## src/rtl/riscv_arb_pkg.sv

```systemverilog
// riscv_arb_pkg: shared FSM encoding and default starvation limit for the memory port arbiter
package riscv_arb_pkg;
  typedef enum logic [1:0] {IDLE, RESP_IF, RESP_DM} arb_state_t;
  localparam int STARVE_MAX_DEF = 4;
endpackage

```

## src/rtl/arb_starve_cnt.sv

```systemverilog
// arb_starve_cnt: counts data grants while fetch waits and raises force_if at the limit
module arb_starve_cnt #(
  parameter int STARVE_MAX = 4
)(
  input  logic clk,
  input  logic rst,
  input  logic if_req,
  input  logic if_gnt,
  input  logic dm_gnt,
  output logic force_if
);
  localparam int CW = $clog2(STARVE_MAX + 2);
  logic [CW-1:0] cnt;
  assign force_if = cnt == CW'(STARVE_MAX);
  // clear when fetch is served or idle, otherwise count data wins and saturate at the limit
  always_ff @(posedge clk or posedge rst)
    if (rst) cnt <= '0;
    else cnt <= (!if_req || if_gnt) ? '0 : (dm_gnt && !force_if) ? cnt + 1'b1 : cnt;
endmodule

```

## src/rtl/mem_port_arbiter.sv

```systemverilog
// mem_port_arbiter: fetch/data arbiter onto one single-port memory; ARB_STARVE_GUARD_EN adds fetch anti-starvation
module mem_port_arbiter import riscv_arb_pkg::*; #(
  parameter int ADDR_W     = 32,
  parameter int DATA_W     = 32,
  parameter int STARVE_MAX = STARVE_MAX_DEF
)(
  input  logic              clk,
  input  logic              rst,
  input  logic              if_req,
  input  logic [ADDR_W-1:0] if_addr,
  output logic              if_gnt,
  output logic              if_rvalid,
  output logic [DATA_W-1:0] if_rdata,
  input  logic              dm_req,
  input  logic              dm_we,
  input  logic [ADDR_W-1:0] dm_addr,
  input  logic [DATA_W-1:0] dm_wdata,
  input  logic [DATA_W/8-1:0] dm_wmask,
  output logic              dm_gnt,
  output logic              dm_rvalid,
  output logic [DATA_W-1:0] dm_rdata,
  output logic              mem_en,
  output logic              mem_we,
  output logic [ADDR_W-1:0] mem_addr,
  output logic [DATA_W-1:0] mem_wdata,
  output logic [DATA_W/8-1:0] mem_wmask,
  input  logic [DATA_W-1:0] mem_rdata,
  output logic              if_stall,
  output logic              dm_stall
);
  arb_state_t state;
  logic force_if;
`ifdef ARB_STARVE_GUARD_EN
  arb_starve_cnt #(.STARVE_MAX(STARVE_MAX)) u_starve (
    .clk(clk), .rst(rst), .if_req(if_req), .if_gnt(if_gnt), .dm_gnt(dm_gnt), .force_if(force_if)
  );
`else
  assign force_if = STARVE_MAX < 0;
`endif
  assign if_gnt    = ~rst & if_req & (~dm_req | force_if);
  assign dm_gnt    = ~rst & dm_req & ~if_gnt;
  assign if_stall  = if_req & ~if_gnt;
  assign dm_stall  = dm_req & ~dm_gnt;
  assign mem_en    = if_gnt | dm_gnt;
  assign mem_we    = dm_gnt & dm_we;
  assign mem_addr  = if_gnt ? if_addr : dm_addr;
  assign mem_wdata = dm_wdata;
  assign mem_wmask = mem_we ? dm_wmask : '0;
  assign if_rvalid = state == RESP_IF;
  assign dm_rvalid = state == RESP_DM;
  assign if_rdata  = mem_rdata;
  assign dm_rdata  = mem_rdata;
  // remember which requester owns the read data returning next cycle
  always_ff @(posedge clk or posedge rst)
    if (rst) state <= IDLE;
    else state <= if_gnt ? RESP_IF : (dm_gnt && !dm_we) ? RESP_DM : IDLE;
endmodule

```

## config.mk

```make
export PLATFORM = sky130hd
export DESIGN_NAME = mem_port_arbiter
export DESIGN_NICKNAME = d
export VERILOG_FILES = /design/src/rtl/riscv_arb_pkg.sv /design/src/rtl/arb_starve_cnt.sv /design/src/rtl/mem_port_arbiter.sv
export SDC_FILE = /design/constraint.sdc
export NUM_CORES = 1
export LEC_CHECK = 0
export ABC_AREA = 1
export CAP_MARGIN = 25
export CORE_AREA = 2 2 107 109
export CTS_CLUSTER_SIZE = 20
export DETAILED_ROUTE_END_ITERATION = 16
export DIE_AREA = 0 0 109 111
export SLEW_MARGIN = 0
export SYNTH_ARGS = -nofsm -noshare
export SYNTH_HDL_FRONTEND = slang
export SYNTH_SLANG_ARGS = --single-unit
```

## constraint.sdc

```tcl
create_clock -name clk -period 3.25 [get_ports clk]
set_input_delay 0.975 -clock clk [delete_from_list [all_inputs] [get_ports clk]]
set_output_delay 0.975 -clock clk [all_outputs]
set_load 0.01 [all_outputs]
```

* Word level (Yosys, flattened, before mapping) *
Cells that the tools add are included.
Widths: inputs -> output; s select.

cells by class
  eq/ne operators = 2
  muxes and demuxes = 4
  bitwise logic cells = 12
  reductions and logical operators = 2

operator list
  cell                number
  $mux 32             1
  $and 1x1->1         7
  $mux 2              2
  $mux 4              1
  $not 1->1           4
  $eq 2x1->1 const B  1
  $eq 2x2->1 const B  1
  $logic_and 1x1->1   1
  $logic_not 1->1     1
  $or 1x1->1          1

storage, ports and cells
  flip-flop bits (word level) = 2
  input port bits = 137
  output and inout bits = 140
  logic and storage cells = 21

* Depth between registers and ports, before layout *
Gate-level depths: netlist (run 1).

  word-level depth = 8
  gate-level depth with buffers = 5
  gate-level depth less buffers = 4

* Worst setup path before layout (run 1) *
Ideal clock, no wire load.

  path kind = input to output
  start = input dm_req
  end = output mem_wmask[0]
  data arrival time = 1.593 ns
  required time = 2.275 ns
  slack = 0.682 ns
  cell stages on the path = 4
  buffers on the path = 0
  path through = inv_2 -> nor2_1 -> nand2_1 -> nor2_1

on the way
  longest elaborated chain between the ends = 6
  elaborated cells between the ends (all ways) = 7
  those cells by class = mux (1); bitwise (6)

ends and longest elaborated chain
  element             RTL line                source
  start: declaration  mem_port_arbiter.sv:14  input logic dm_req,
  $not 1->1           mem_port_arbiter.sv:40  assign if_gnt = ~rst & if_req & (~dm_req | force_if);
  $and 1x1->1         mem_port_arbiter.sv:40
  $not 1->1           mem_port_arbiter.sv:41  assign dm_gnt = ~rst & dm_req & ~if_gnt;
  $and 1x1->1 *       mem_port_arbiter.sv:41
  named net dm_gnt    mem_port_arbiter.sv:19  output logic dm_gnt,
  $and 1x1->1 *       mem_port_arbiter.sv:45  assign mem_we = dm_gnt & dm_we;
  $mux 4 *            mem_port_arbiter.sv:48  assign mem_wmask = mem_we ? dm_wmask : '0;
  end: declaration    mem_port_arbiter.sv:26  output logic [DATA_W/8-1:0] mem_wmask,

Mark *: on every way through the listed nets, which the timed path passes. The rest lies on a longest branch.

* Worst setup path in the final report (run 1) *
  start = input dm_req
  end = output mem_we

on the way
  longest elaborated chain between the ends = 5
  elaborated cells between the ends (all ways) = 6
  those cells by class = bitwise (6)

ends and longest elaborated chain
  element           RTL line                source
  $not 1->1         mem_port_arbiter.sv:40
  $and 1x1->1       mem_port_arbiter.sv:40
  $not 1->1         mem_port_arbiter.sv:41
  $and 1x1->1 *     mem_port_arbiter.sv:41
  $and 1x1->1 *     mem_port_arbiter.sv:45
  end: declaration  mem_port_arbiter.sv:23  output logic mem_we,

Mark *: on every way between the ends. The rest lies on a longest branch, timed or not.

==> results of run 1 <==
stage by stage:
| step | cells | utilization (%) | instance area (µm²) |
|---|---|---|---|
| global route | 414 | 20.19 | 2236 |
| detailed placement | 399 | 18.77 | 2079 |
| finish | 414 | 20.19 | 2236 |
| global placement | 399 | 18.77 | 2079 |
| floorplan | 233 | - | 1390 |
| CTS | 413 | 20.15 | 2232 |
critical path, cell delays in order:
cell,delay (ns)
dlygate4sd2_1,0.23
inv_2,0.07
buf_4,0.14
nor2_4,0.11
nand2_2,0.10
inv_1,0.06
clkdlybuf4s50_1,0.53
cells in the final DEF, fill, tap and decap left out, types with 2 or more instances in the layout:
master | netlist | layout
inv_2 | 2 | 2
buf_6 | 0 | 4
clkdlybuf4s50_1 | 0 | 74
dlygate4sd2_1 | 0 | 38
buf_12 | 0 | 2
nand4_1 | 32 | 32
nand2_1 | 67 | 66
clkbuf_16 | 0 | 3
buf_4 | 100 | 21
nor2_1 | 9 | 8
clkbuf_2 | 0 | 2
dfrtp_1 | 2 | 2
inv_1 | 11 | 11
power by group through the flow:
stage / registers [µW] / clock network [µW] / logic, µW
after floorplan: 26.7 / 0 / 200
after global placement: 26.7 / 0 / 261
after detailed placement: 26.8 / 0 / 263
after CTS: 26.6 / 190 / 255
after global routing: 26.7 / 190 / 274
final: 26.5 / 185 / 253
how the worst max path moves through the flow:
stage            from            to  slack [ns]
4_1_cts        dm_req   mem_addr[8]        0.01
3_5_place_dp      rst  mem_wmask[1]       -0.34
3_3_place_gp      rst  mem_wmask[0]       -0.30
5_1_grt        dm_req        mem_we       -0.01
2_1_floorplan  dm_req  mem_wmask[0]        0.68
6_report       dm_req        mem_we        0.07
final cells by class:
cell class	count	area, µm²	share of cell area (%)
timing repair buffer	144	1370	61.28
multi-input combinational	109	513.0	22.94
tap	143	178.9	8.002
clock buffer	3	75.07	3.358
sequential	2	50.05	2.238
inverter	13	48.80	2.182
cells by family after synthesis:
logic type / count (synthesis)
DFF: 2
buffers and inverters: 122
and+or+nand+nor: 109
per-layer routing:
metal / vias to the layer above / GRT usage, %
li1: 720 / -
met1: 648 / 7.580
met2: 91 / 15.65
met3: 53 / 2.116
met4: 0 / 6.239
met5: - / 0
synth_stat cells:
cell     count  area [µm²]
buf_4      100       750.7
nand2_1     67       251.5
nand4_1     32       200.2
inv_1       11       41.29
buf_2        9       45.04
nor2_1       9       33.78
dfrtp_1      2       50.05
inv_2        2       7.510
nand3_2      1       10.01
timing repair:
action,CTS,global route
endpoints found under the setup margin,41,3
endpoints found under the hold margin,0,0
pin swaps,2,0
gates cloned,1,0
resized for setup,57,4
buffers inserted,10,1
==> impl_metrics.env, run 1 <==
export IMPL_run_status="finished clean"
export IMPL_p_comb_share_pct=54.5
export IMPL_fillers=1253
export IMPL_p_sw_uw=129.4
export IMPL_hold_viol=0
export IMPL_cts_sinks=2
export IMPL_post_drt_wl_per_cell_um=13.28
export IMPL_leakagePower_uw=0.001114
export IMPL_fp_dieH_um=111
export IMPL_cap_violations=0
export IMPL_dp_hpwl_um=4170
export IMPL_synthXorXnorAreaFrac_pct=0
export IMPL_tightest_slew_ns=0.1311
export IMPL_drc_errors=0
export IMPL_ios=277
export IMPL_cts_buffer_depth=2
export IMPL_drtIter0Drc=95
export IMPL_synth_warnings=0
export IMPL_syn_avg_cell_area_um2=5.966
export IMPL_cts_tree="yes"
export IMPL_vias=1512
export IMPL_fin_tns_setup_ns=0
export IMPL_wl_met3_um=587
export IMPL_clkPwrFrac_pct=39.8
export IMPL_wl_met1_um=1715
export IMPL_drive_gt1_share_pct=14.76
export IMPL_rows=39
export IMPL_place_gp_congestion=0.7135
export IMPL_cts_hold_buf=0
export IMPL_start_util_pct=12.55
export IMPL_regMostFlops="state"
export IMPL_hold_slack_ns=1.035
export IMPL_p_int_uw=334.6
export IMPL_fin_nets=410
export IMPL_die_w_um=109
export IMPL_crit_required_ns=2.27
export IMPL_worst_setup_path_start_kind="input pin"
export IMPL_htree_levels=1
export IMPL_synth_top_family_by_area="buffers and inverters"
export IMPL_drv_slew=0
export IMPL_port_buffers=116
export IMPL_relSlewSlack_pct=91.23
export IMPL_cts_made_buffers=3
export IMPL_vdd_drop_max_uv=125.3
export IMPL_drt_pre_antenna_iters=4
export IMPL_pre_cts_ws_ns=-0.3387
export IMPL_syn_inst=233
export IMPL_grt_pass1_wl_um=7797
export IMPL_topRoutingLayerUsed="met4"
export IMPL_min_path_type="in -> async"
export IMPL_syn2layout_area_growth_pct=60.85
export IMPL_critPathKind="in -> out"
export IMPL_setup_viol=0
export IMPL_ys_ff_latch=2
export IMPL_wl_um=5499
export IMPL_clkTransAtPathRegs_ns=0.03
export IMPL_syn_area_um2=1390
export IMPL_die_area_um2=12100
export IMPL_antenna_found_initial=0
export IMPL_wl_met2_um=2872
export IMPL_grt_use_total_pct=8.413
export IMPL_fin_crit_sh_pct=97.81
export IMPL_finalPower_uw=463.9
export IMPL_synthAdderAreaFrac_pct=0
export IMPL_grt_max_degree=14
export IMPL_num_antenna_cells=0
export IMPL_setup_ws_ns=0.07128
export IMPL_pwr_density_cell_nw_per_um2=207.5
export IMPL_synth_compound_area_share_pct=0
export IMPL_p_sw_share_pct=27.88
export IMPL_largest_register_ffs=2
export IMPL_yosysSeqAreaShare_pct=3.600
export IMPL_timing_fmax_ghz=0.3146
export IMPL_syn_nets=370
export IMPL_end_kind="output port"
export IMPL_synth_cell_types=9
export IMPL_critical_path_arrival_ns=2.20
export IMPL_core_um2=11080
export IMPL_drt_vias_per_instance=3.652
export IMPL_cp_max_fo=5
export IMPL_p_seq_share_pct=5.7
export IMPL_cts_root_buf="clkbuf_16"
export IMPL_grt_ovfl_total=0
export IMPL_antenna_left=0
export IMPL_synth_area_mux_share_pct=0
export IMPL_period_minus_slack_ns=3.179
export IMPL_synth_simple_area_share_pct=35.64
export IMPL_reg_top3="state (2)"
export IMPL_grt_pass1_vias=1537
(Power assumes the default switching activity.)
==> inputs of run 2 (changes only) <==
==> constraint.sdc (replaced) <==
create_clock -name clk -period 3.25 [get_ports clk]
set_input_delay 0.4875 -clock clk [delete_from_list [all_inputs] [get_ports clk]]
set_output_delay 0.4875 -clock clk [all_outputs]
set_load 0.01 [all_outputs]
==> impl_metrics.env, run 2 (synthesis results as in run 1) <==
export IMPL_run_status="finished clean"
export IMPL_relSlewSlack_pct=75.37
export IMPL_hold_viol=0
export IMPL_rsz0062_at_grt="false"
export IMPL_die_w_um=109
export IMPL_grt_pass1_wl_um=7203
export IMPL_drt_vias_per_instance=3.639
export IMPL_antenna_found_initial=0
export IMPL_timing_fmax_ghz=0.3515
export IMPL_grt_max_degree=35
export IMPL_worst_path_buf_inv=5
export IMPL_worst_setup_path_start_kind="input pin"
export IMPL_setup_viol=0
export IMPL_period_minus_slack_ns=2.845
export IMPL_fp_dieH_um=111
export IMPL_vias=1430
export IMPL_cap_violations=0
export IMPL_slowest_stage="clkdlybuf4s50_1"
export IMPL_post_drt_wl_per_cell_um=12.83
export IMPL_cts_setup_buffers=0
export IMPL_ios=277
export IMPL_drtIter0Drc=45
export IMPL_core_um2=11080
export IMPL_cts_root_buf="clkbuf_16"
export IMPL_wl_um=5042
export IMPL_critical_path_arrival_ns=2.36
export IMPL_drt_pre_antenna_iters=4
export IMPL_crit_family="buffers and inverters"
export IMPL_ctsResizeCount=0
export IMPL_antenna_left=0
export IMPL_die_area_um2=12100
export IMPL_cts_sinks=2
export IMPL_num_antenna_cells=0
export IMPL_cts_made_buffers=3
export IMPL_final_common_cell="clkdlybuf4s50_1"
export IMPL_finalPower_uw=458.6
export IMPL_fin_tns_setup_ns=0
export IMPL_min_path_type="in -> reg"
export IMPL_cp_max_fo=34
export IMPL_grt_pass1_vias=1443
export IMPL_drv_slew=0
export IMPL_critPathMostFrequentCell="clkdlybuf4s50_1"
export IMPL_leakagePower_uw=0.0009145
export IMPL_tightest_slew_ns=0.3695
export IMPL_regMostFlops="state"
export IMPL_cts_buffer_depth=2
export IMPL_vdd_drop_max_uv=110.2
export IMPL_end_kind="output port"
export IMPL_clkTransAtPathRegs_ns=0.03
export IMPL_slowest_delay_ns=0.54
export IMPL_fin_nets=389
export IMPL_fin_crit_sh_pct=87.54
export IMPL_crit_chain="clkdlybuf4s50_1, inv_2, nand3_2, buf_4, inv_1, nor2_1, clkdlybuf4s50_1"
export IMPL_drc_errors=0
export IMPL_crit_required_ns=2.76
export IMPL_cts_hold_buf=0
export IMPL_dp_hpwl_um=4041
export IMPL_pwr_density_cell_nw_per_um2=222.4
export IMPL_cts_tree="yes"
export IMPL_start_util_pct=12.55
export IMPL_largest_register_ffs=2
export IMPL_rows=39
export IMPL_reg_top3="state (2)"
export IMPL_place_gp_congestion=0.6854
export IMPL_port_buffers=116
export IMPL_critPathKind="in -> out"
export IMPL_grt_ovfl_total=0
export IMPL_syn2layout_area_growth_pct=48.34
export IMPL_drive_gt1_share_pct=5.200
export IMPL_htree_levels=1
export IMPL_grt_use_total_pct=7.668
export IMPL_layout_common_cells="clkdlybuf4s50_1, nand2_1, nand4_1"
[run 2: cell types whose count changed in the layout (fill, tap and decap cells not counted), sizes merged]
cell / change
buf: -22
clkbuf: -2
clkdlybuf4s15: -1
clkdlybuf4s50: +42
dlygate4sd2: -38
[run 2: area by class of cell]
type / count / area (µm²)
clock buffer: 3 / 75.07
fill: 1263 / 9015
inverter: 13 / 48.80
multi-input combinational: 109 / 495.5
sequential: 2 / 50.05
tap: 143 / 178.9
timing repair buffer: 123 / 1214
[run 2: worst paths after layout]
| kind | from | to | cells past startpoint |
|---|---|---|---|
| worst max-delay path | rst | if_stall | 7 |
| worst min-delay path | dm_we | state[1] | 2 |
| max in group asynchronous | rst | state[0] | 3 |
| min in group asynchronous | rst | state[1] | 3 |
[run 2: layer usage]
metal  vias to the layer above  global-route usage, %  wire length, µm
li1                        677                      -                -
met1                       600                  6.690             1428
met2                        98                  14.37             2601
met3                        55                  1.881              667
met4                         0                  6.068              345
met5                         -                      0                0
[run 2: power by group]
part	internal (µW)	switching, µW
registers	26.1	0.453
clock network	156	26.4
logic	156	93.4
[run 2: metrics by stage]
step	util (%)	cell area, µm²	hold slack, ns	std cells	setup WS, ns
finish	18.62	2062	0.8411	393	0.4048
global route	18.62	2062	0.8509	393	0.2858
CTS	18.62	2062	0.8395	393	0.3512
detailed placement	17.94	1987	0.9751	390	0.3556
global placement	17.94	1987	0.9751	390	0.3764
floorplan	-	1390	0.4125	233	1.657
